`src/rtl/pipe_ctrl_pkg.sv`:
```
// Shared types and constants for the LEGv8 pipeline stall/flush controller.
// Contents: controller FSM state type, the zero-register index and default widths.
package pipe_ctrl_pkg;

  localparam int unsigned DefRegW    = 5;
  localparam int unsigned DefCntW    = 32;
  localparam int unsigned DefWaitW   = 4;
  localparam int unsigned DefMaxWait = 15;

  // X31 reads as zero, so a load targeting it never creates a real dependency.
  localparam int unsigned XZR = 31;

  typedef enum logic [1:0] {
    IDLE     = 2'd0,
    RUN      = 2'd1,
    MEM_WAIT = 2'd2
  } ctrl_state_t;

endpackage

```
`src/rtl/hazard_detect.sv`:
```
// Load-use hazard detector (purely combinational).
// Ports:
//   idex_memread  - EX instruction is a load
//   idex_rd       - EX destination register
//   ifid_rn       - ID first source register
//   ifid_rm       - ID second source register
//   ifid_use_rm   - ID instruction actually reads ifid_rm
//   load_use      - ID needs the EX load result; one bubble is required
module hazard_detect
  import pipe_ctrl_pkg::*;
#(
  parameter int unsigned REG_W = DefRegW
) (
  input  logic             idex_memread,
  input  logic [REG_W-1:0] idex_rd,
  input  logic [REG_W-1:0] ifid_rn,
  input  logic [REG_W-1:0] ifid_rm,
  input  logic             ifid_use_rm,
  output logic             load_use
);

  logic rd_is_zr;
  logic rn_match;
  logic rm_match;

  assign rd_is_zr = (idex_rd == REG_W'(XZR));
  assign rn_match = (idex_rd == ifid_rn);
  assign rm_match = ifid_use_rm & (idex_rd == ifid_rm);
  assign load_use = idex_memread & ~rd_is_zr & (rn_match | rm_match);

endmodule

```
`src/rtl/pipe_stall_ctrl.sv`:
```
// Hazard and stall controller for the 5-stage LEGv8 pipeline.
// Drives enable / synchronous-clear of the PC, IF/ID, ID/EX, EX/MEM and MEM/WB registers.
// Ports:
//   clk, reset                 - clock, synchronous active-high reset
//   start                      - leave IDLE
//   idex_*, ifid_*             - operands for load-use detection
//   br_taken_mem               - branch in MEM resolved taken
//   dmem_req, dmem_ready       - data memory handshake for the MEM instruction
//   *_en, *_flush              - register enables / bubble inserts (Mealy)
//   stall_cnt, flush_cnt       - saturating performance counters
//   mem_timeout                - sticky: a memory wait lasted MAX_WAIT cycles
//   state_o                    - current FSM state
module pipe_stall_ctrl
  import pipe_ctrl_pkg::*;
#(
  parameter int unsigned REG_W    = DefRegW,
  parameter int unsigned CNT_W    = DefCntW,
  parameter int unsigned WAIT_W   = DefWaitW,
  parameter int unsigned MAX_WAIT = DefMaxWait
) (
  input  logic             clk,
  input  logic             reset,
  input  logic             start,
  input  logic             idex_memread,
  input  logic [REG_W-1:0] idex_rd,
  input  logic [REG_W-1:0] ifid_rn,
  input  logic [REG_W-1:0] ifid_rm,
  input  logic             ifid_use_rm,
  input  logic             br_taken_mem,
  input  logic             dmem_req,
  input  logic             dmem_ready,
  output logic             pc_en,
  output logic             ifid_en,
  output logic             idex_en,
  output logic             exmem_en,
  output logic             memwb_en,
  output logic             ifid_flush,
  output logic             idex_flush,
  output logic             exmem_flush,
  output logic [CNT_W-1:0] stall_cnt,
  output logic [CNT_W-1:0] flush_cnt,
  output logic             mem_timeout,
  output logic [1:0]       state_o
);

  ctrl_state_t       state_q, state_d;
  logic [WAIT_W-1:0] wait_cnt_q, wait_cnt_d;
  logic [CNT_W-1:0]  stall_cnt_q, stall_cnt_d;
  logic [CNT_W-1:0]  flush_cnt_q, flush_cnt_d;
  logic              mem_timeout_q, mem_timeout_d;

  logic load_use;
  logic advance;  // pipe is free to move this cycle; apply branch/load-use priorities
  logic stall_cycle;
  logic flush_evt;

  hazard_detect #(
    .REG_W (REG_W)
  ) u_hazard_detect (
    .idex_memread (idex_memread),
    .idex_rd      (idex_rd),
    .ifid_rn      (ifid_rn),
    .ifid_rm      (ifid_rm),
    .ifid_use_rm  (ifid_use_rm),
    .load_use     (load_use)
  );

  always_comb begin
    pc_en         = 1'b0;
    ifid_en       = 1'b0;
    idex_en       = 1'b0;
    exmem_en      = 1'b0;
    memwb_en      = 1'b0;
    ifid_flush    = 1'b0;
    idex_flush    = 1'b0;
    exmem_flush   = 1'b0;
    advance       = 1'b0;
    state_d       = state_q;
    wait_cnt_d    = wait_cnt_q;
    mem_timeout_d = mem_timeout_q;

    unique case (state_q)
      IDLE: begin
        ifid_flush  = 1'b1;
        idex_flush  = 1'b1;
        exmem_flush = 1'b1;
        if (start) state_d = RUN;
      end
      RUN: begin
        if (dmem_req && !dmem_ready) begin
          state_d    = MEM_WAIT;
          wait_cnt_d = WAIT_W'(1);
        end else begin
          advance = 1'b1;
        end
      end
      MEM_WAIT: begin
        if (!dmem_ready) begin
          if (wait_cnt_q < WAIT_W'(MAX_WAIT)) wait_cnt_d = wait_cnt_q + WAIT_W'(1);
        end else begin
          // Release cycle: a branch frozen in EX/MEM is acted on now.
          state_d    = RUN;
          wait_cnt_d = '0;
          advance    = 1'b1;
        end
      end
      default: state_d = IDLE;
    endcase

    if (advance) begin
      pc_en    = 1'b1;
      ifid_en  = 1'b1;
      idex_en  = 1'b1;
      exmem_en = 1'b1;
      memwb_en = 1'b1;
      if (br_taken_mem) begin
        // ID instruction is squashed, so its load-use match is irrelevant.
        ifid_flush  = 1'b1;
        idex_flush  = 1'b1;
        exmem_flush = 1'b1;
      end else if (load_use) begin
        pc_en      = 1'b0;
        ifid_en    = 1'b0;
        idex_flush = 1'b1;
      end
    end

    if (state_d == MEM_WAIT && wait_cnt_d == WAIT_W'(MAX_WAIT)) mem_timeout_d = 1'b1;

    stall_cycle = (state_q != IDLE) && !pc_en;
    flush_evt   = advance && br_taken_mem;

    stall_cnt_d = stall_cnt_q;
    if (stall_cycle && (stall_cnt_q != {CNT_W{1'b1}})) stall_cnt_d = stall_cnt_q + CNT_W'(1);
    flush_cnt_d = flush_cnt_q;
    if (flush_evt && (flush_cnt_q != {CNT_W{1'b1}})) flush_cnt_d = flush_cnt_q + CNT_W'(1);
  end

  always_ff @(posedge clk) begin
    if (reset) begin
      state_q       <= IDLE;
      wait_cnt_q    <= '0;
      stall_cnt_q   <= '0;
      flush_cnt_q   <= '0;
      mem_timeout_q <= 1'b0;
    end else begin
      state_q       <= state_d;
      wait_cnt_q    <= wait_cnt_d;
      stall_cnt_q   <= stall_cnt_d;
      flush_cnt_q   <= flush_cnt_d;
      mem_timeout_q <= mem_timeout_d;
    end
  end

  assign stall_cnt   = stall_cnt_q;
  assign flush_cnt   = flush_cnt_q;
  assign mem_timeout = mem_timeout_q;
  assign state_o     = state_q;

endmodule

```
`config.mk`:
```
export PLATFORM = sky130hd
export DESIGN_NAME = pipe_stall_ctrl
export DESIGN_NICKNAME = d
export VERILOG_FILES = /design/src/rtl/pipe_ctrl_pkg.sv /design/src/rtl/hazard_detect.sv /design/src/rtl/pipe_stall_ctrl.sv
export SDC_FILE = /design/constraint.sdc
export NUM_CORES = 1
export LEC_CHECK = 0
export BUFFER_PORTS_ARGS = -buffer_cell sky130_fd_sc_hd__buf_2
export CAP_MARGIN = 20
export CELL_PAD_IN_SITES_DETAIL_PLACEMENT = 1
export CELL_PAD_IN_SITES_GLOBAL_PLACEMENT = 2
export CORE_MARGIN = 5
export CORE_UTILIZATION = 31
export DETAILED_ROUTE_END_ITERATION = 16
export PLACE_DENSITY = 0.86
export SLEW_MARGIN = 15
export SYNTH_ARGS = -nofsm -noshare
export SYNTH_HDL_FRONTEND = slang
export SYNTH_SLANG_ARGS = --single-unit
export TNS_END_PERCENT = 50
```
`constraint.sdc`:
```
create_clock -name clk -period 2.6 [get_ports clk]
set_input_delay 0.26 -clock clk [delete_from_list [all_inputs] [get_ports clk]]
set_output_delay 0.26 -clock clk [all_outputs]
set_load 0.02 [all_outputs]
```
Yosys cells after proc, flatten, opt, wreduce, memory -nomap -nowiden
Index checks and enable logic that the tools add are counted.
{"block": "totals", "input_bits": 23, "elab_cells": 54, "reg_bits": 71, "output_inout_bits": 75}
{"block": "classes", "bitwise": 5, "n_reduce_logical": 10, "n_eq_ne": 9, "muxes": 21, "magnitude_cmp": 1, "n_addsub": 3}
{"op": "$add A32 B1 Y32 const B", "count": 2}
{"op": "$ne A32 B32 Y1 const B", "count": 2}
{"op": "$mux W1", "count": 12}
{"op": "$mux W4", "count": 3}
{"op": "$eq A5 B5 Y1", "count": 2}
{"op": "$pmux W4 S2", "count": 1}
{"op": "$logic_and A1 B1 Y1", "count": 6}
{"op": "$mux W2", "count": 3}
{"op": "$pmux W2 S3", "count": 1}
{"op": "$eq A5 B5 Y1 const B", "count": 1}
{"op": "$add A4 B1 Y4 const B", "count": 1}
{"op": "$eq A2 B2 Y1 const B", "count": 2}
{"op": "$eq A4 B4 Y1 const B", "count": 1}
{"op": "$lt A4 B4 Y1 const B", "count": 1}
{"op": "$and A1 B1 Y1", "count": 3}
{"op": "$eq A2 B1 Y1 const B", "count": 1}
{"op": "$logic_not A1 Y1", "count": 2}
{"op": "$logic_not A2 Y1", "count": 1}
{"op": "$pmux W1 S2", "count": 1}
{"op": "$reduce_bool A2 Y1", "count": 1}
{"op": "$not A1 Y1", "count": 1}
{"op": "$or A1 B1 Y1", "count": 1}

Longest topological paths before layout
{"block": "depth", "depth_word": 10, "mapped_depth": 11}

Hierarchy
From an unflattened synthesis, not the netlist that was laid out.
{"block": "unflattened", "hier_cells": 493, "hier_area_um2": 4068.9}
{"mod": "pipe_stall_ctrl", "instances": 1, "cells_each": 475, "area_each_um2": 3941.3}
{"mod": "hazard_detect", "instances": 1, "cells_each": 18, "area_each_um2": 127.6}

Worst setup path before layout
OpenSTA, ideal clock, no wires.
{"block": "synth_timing", "kind": "flip-flop to flip-flop", "startpoint": "register state_q[0], in the netlist state_o[0]", "endpoint": "register stall_cnt_q[1], in the netlist stall_cnt[1]", "stages_incl_launch_ff": 12, "synth_period_minus_slack_ps": 2529, "t_required_ps": 2530, "setup_slack_ps": 71, "path_buffers": 2, "arrival_ps": 2459, "cell_sequence": "dfxtp_1 inv_1 ha_1 o21ai_0 a21o_1 inv_1 nor2_1 a21oi_1 clkbuf_1 clkbuf_1 or3b_2 a21oi_1"}
{"block": "synth_via", "elab_chain_cells": 6, "word_cells_on_any_way": 8, "classes_between": "2 x eq/ne; 2 x mux; 4 x reduce/logical"}
{"element": "start, declared", "line": "pipe_stall_ctrl.sv:46", "text": "ctrl_state_t state_q, state_d;"}
{"element": "start signal, assigned", "line": "pipe_stall_ctrl.sv:147", "text": "state_q <= state_d;"}
{"element": "$eq A2 B2 Y1 or $eq A2 B1 Y1 (tied branches)", "line": "pipe_stall_ctrl.sv:82", "text": "unique case (state_q)"}
{"element": "$pmux W1 S2", "line": "pipe_stall_ctrl.sv:82"}
{"element": "$mux W1", "line": "pipe_stall_ctrl.sv:110", "text": "if (advance) begin"}
{"element": "$logic_not A1 Y1", "line": "pipe_stall_ctrl.sv:130", "text": "stall_cycle = (state_q != IDLE) && !pc_en;"}
{"element": "$logic_and A1 B1 Y1 (*)", "line": "pipe_stall_ctrl.sv:130"}
{"element": "$logic_and A1 B1 Y1 (*)", "line": "pipe_stall_ctrl.sv:134", "text": "if (stall_cycle && (stall_cnt_q != {CNT_W{1'b1}})) stall_cnt_d = stall_cnt_q + CNT_W'(1);"}
{"element": "end signal, assigned", "line": "pipe_stall_ctrl.sv:149", "text": "stall_cnt_q <= stall_cnt_d;"}
{"element": "end, declared", "line": "pipe_stall_ctrl.sv:48", "text": "logic [CNT_W-1:0] stall_cnt_q, stall_cnt_d;"}
Mark *: on every way between the ends. The rest lies on a longest branch, timed or not.
A chain may end at the register's enable or synchronous reset.

Worst setup path after layout
{"block": "layout_timing", "startpoint": "register state_q[0], in the netlist state_o[0]", "endpoint": "output port idex_flush"}
{"block": "layout_via", "elab_chain_cells": 5, "word_cells_on_any_way": 8, "classes_between": "2 x eq/ne; 5 x mux; 1 x reduce/logical"}
{"element": "$logic_not A2 Y1", "line": "pipe_stall_ctrl.sv:82"}
{"element": "$mux W1", "line": "pipe_stall_ctrl.sv:82"}
{"element": "$mux W1", "line": "pipe_stall_ctrl.sv:121", "text": "end else if (load_use) begin"}
{"element": "$mux W1", "line": "pipe_stall_ctrl.sv:116", "text": "if (br_taken_mem) begin"}
{"element": "$mux W1 (*)", "line": "pipe_stall_ctrl.sv:110"}
{"element": "end, declared", "line": "pipe_stall_ctrl.sv:38", "text": "output logic idex_flush,"}
Marked as above.

==> run_results.csv <==
group,metric,value,unit
cts,cts-root-buf,"clkbuf_16",
synth,synth.distinct_cells,51,
finish,layout_common_cells,"buf_2 (97), dfxtp_1 (70), nor2_1 (50)",
route,wl_per_cell,16.3,um
synth,synth_mux_area_share,1.95,%
route,drt_iter0_markers,176,
floorplanning,core_area,0.0127,mm^2
finish,final_area,0.00512,mm^2
synth,synth_edf_count,0,
worst_setup_path,critPathMaxFanout,11,
worst_setup_path,crit_type,"reg2out",
cts,clk_latency,0.35,ns
power,peakVddDrop,0.000392,V
status,outcome,"finished, final reports clean",
sta,setup_viol,0,
worst_setup_path,startpoint_type,"flop",
cts,cts-buffers-inserted,9,
sta,setup_tns,0,ns
flow_run,max_cap_viol_count,0,
synth,avgSynthCellArea,8.16,um^2
cts,cts.sink_count,71,
synth,ys_dominant_reg_cell,"dfxtp_1",
cts,cts_max_path_buffers,2,
synth,synthXorXnorAreaFrac,8.22,%
synth,yosys.area_share.simple,35.3,%
floorplanning,top_level_ports,98,
power,power_density,502,mW/mm^2
synth,synth.cell_area,0.00405,mm^2
route,drc,0,
worst_setup_path,cp.required,2.34,ns
grt,grtUsageTotal,16.3,%
place,io_buffers,97,
grt,grt_pass1_wl,21.3,mm
route,dr.pass1.iters,4,
grt,grt_overflow_total,0,
finish,final_common_cell,"buf_2",
route,viasPerCell,5.32,
grt,grt_max_degree,58,
worst_setup_path,worstPathArrival,2.22,ns
place,placed_area,0.00478,mm^2
floorplanning,die_area,0.0154,mm^2
floorplanning,die_h,124,um
synth,synthArstFlopShare,0,%
finish,layout-drive-gt1-share,25.3,%
sta,worst_pin_slew,0.607,ns
worst_hold_path,hold_path_class,"in2reg",
finish,fillers,1601,
synth,synth_top_family_by_area,"simple AND/OR/NAND/NOR gates",
power,total_leakage_power,1.99,nW
place,dp_hpwl,9.27,mm
synth,ys_ff_latch,71,
finish,ff_latch_area,0.00142,mm^2
sta,hold_viol,0,
finish,nets,629,
grt,grt_pass1_vias,4291,
floorplanning,row_count,41,
grt,antenna_found_initial,0,
route,ant_nets,0,
sta,period_share,95.5,%
floorplanning,die_w,124,um
sta,relSlewSlack,59.6,%
cts,cts.clk_slew.worst_paths,0.06,ns
cts,ctsHoldBuffers,0,
place,place_congestion,0.829,
sta,max_freq,403,MHz
cts,cts_tree,"done",
synth,yosysWarnings,0,
worst_setup_path,crit_path_end_kind,"primary output",
sta,finalCriticalPeriod,2.48,ns
finish,antenna_cells,0,
sta,rsz0062_at_grt,"no",
finish,syn2layout_area_growth,26.4,%
route,via_count,4131,
cts,h-tree-depth,3,
synth,synth_fa_ha_area_share,2.16,%
synth,syn_nets,526,
sta,drv_slew,0,
sta,fin_skew,0.00761,ns
synth,synthCells,496,
synth,synth_compound_area_share,12.7,%
floorplanning,start_util,31.8,%
route,wl,12.7,mm
finish,multi_input_area,0.00246,mm^2
synth,yosysSeqAreaShare,35.1,%
[state kept, by name, indices dropped and copies added (netlist names)]
| register | flops |
|---|---|
| stall_cnt | 32 |
| mem_timeout | 1 |
| flush_cnt | 32 |
| wait_cnt_q | 4 |
| state_o | 2 |
[cell families (layout without fill, tap and decap cells)]
logic type	Yosys count	after routing
DFF	71	71
xor gates and xnor gates	38	38
and+or+nand+nor	248	248
muxes	7	7
adders and majority gates	7	7
AOI/OAI and AO/OA	86	86
buffers and inverters	39	147
[synth_stat cells (all sizes together) (3+ instances only)]
| library cell | count | area share, % |
|---|---|---|
| mux2 | 7 | 1.9 |
| nand3 | 31 | 4.0 |
| ha | 7 | 2.2 |
| nand4 | 20 | 3.2 |
| and4 | 11 | 2.4 |
| nor3 | 10 | 1.2 |
| nor3b | 3 | 0.56 |
| nor4 | 14 | 2.7 |
| or4 | 22 | 4.2 |
| o21ai | 15 | 1.9 |
| buf | 9 | 1.8 |
| nand2b | 8 | 1.4 |
| and3 | 12 | 1.9 |
| o31ai | 19 | 3.5 |
| xnor2 | 24 | 5.2 |
| clkbuf | 19 | 1.8 |
| xor2 | 14 | 3.0 |
| inv | 11 | 1.0 |
| nor2 | 50 | 4.6 |
| nor2b | 12 | 1.9 |
| a21oi | 40 | 4.9 |
| dfxtp | 71 | 35 |
| or3 | 14 | 2.2 |
| nand2 | 28 | 2.6 |
[per-stage QoR]
stage	hold slack (ns)	util [%]	cells	power [mW]	worst slack (ns)
after global placement	0.474	37.6	756	1.35	0.233
final	0.359	40.2	776	2.57	0.118
after CTS	0.334	39.9	772	2.62	0.0477
after global routing	0.379	40.2	776	2.68	0.0193
after floorplan	0.484	-	496	1.27	0.0710
after detailed placement	0.493	37.6	756	1.36	0.117
[area by class of cell]
type                    count  share of cell area (%)
repair buffers            120                    13.3
clock buffers              12                    4.82
well taps                 172                    4.20
multi-input cells         386                    48.2
inverters                  11                   0.807
flip-flops and latches     71                    27.8
clock inverters             4                   0.880
[critical path: stages, from the launching register on]
cell	delay, ns
dfxtp_1	0.37
inv_1	0.08
ha_1	0.38
inv_1	0.12
a211oi_1	0.27
buf_4	0.23
or2_2	0.15
o21bai_1	0.10
buf_2	0.18
[timing repair]
item,4_1_cts,5_1_grt
buffers inserted,0,4
endpoints found under the setup margin,0,18
gates resized for setup,0,4
[metal layers]
layer	global-route usage (%)	part of all wire (%)	vias up
li1	-	-	2033
met1	19.4	44	2014
met2	28.6	51	72
met3	4.80	3.9	12
met4	4.32	1.2	0
met5	0	0	-
[where the power goes]
group / switching [mW] / leakage [nW] / internal [mW]
registers: 0.00888 / 0.573 / 1.10
logic: 0.147 / 1.27 / 0.0843
clock network: 0.470 / 0.146 / 0.764
total: 0.627 / 1.99 / 1.94
[worst paths after layout]
check                           depth (start not counted)  slack (ns)                    endpoint                        from
worst max-delay path                                    8        0.12                  idex_flush       state_o[0]$_SDFF_PP0_
worst max register to register                          9        0.15  flush_cnt[27]$_SDFFE_PP0P_       state_o[0]$_SDFF_PP0_
worst min-delay path                                    5        0.36       state_o[0]$_SDFF_PP0_                       start
worst min register to register                          2        0.50  stall_cnt[15]$_SDFFE_PP0P_  stall_cnt[15]$_SDFFE_PP0P_
Note: power is estimated with default switching activity, not from simulation.
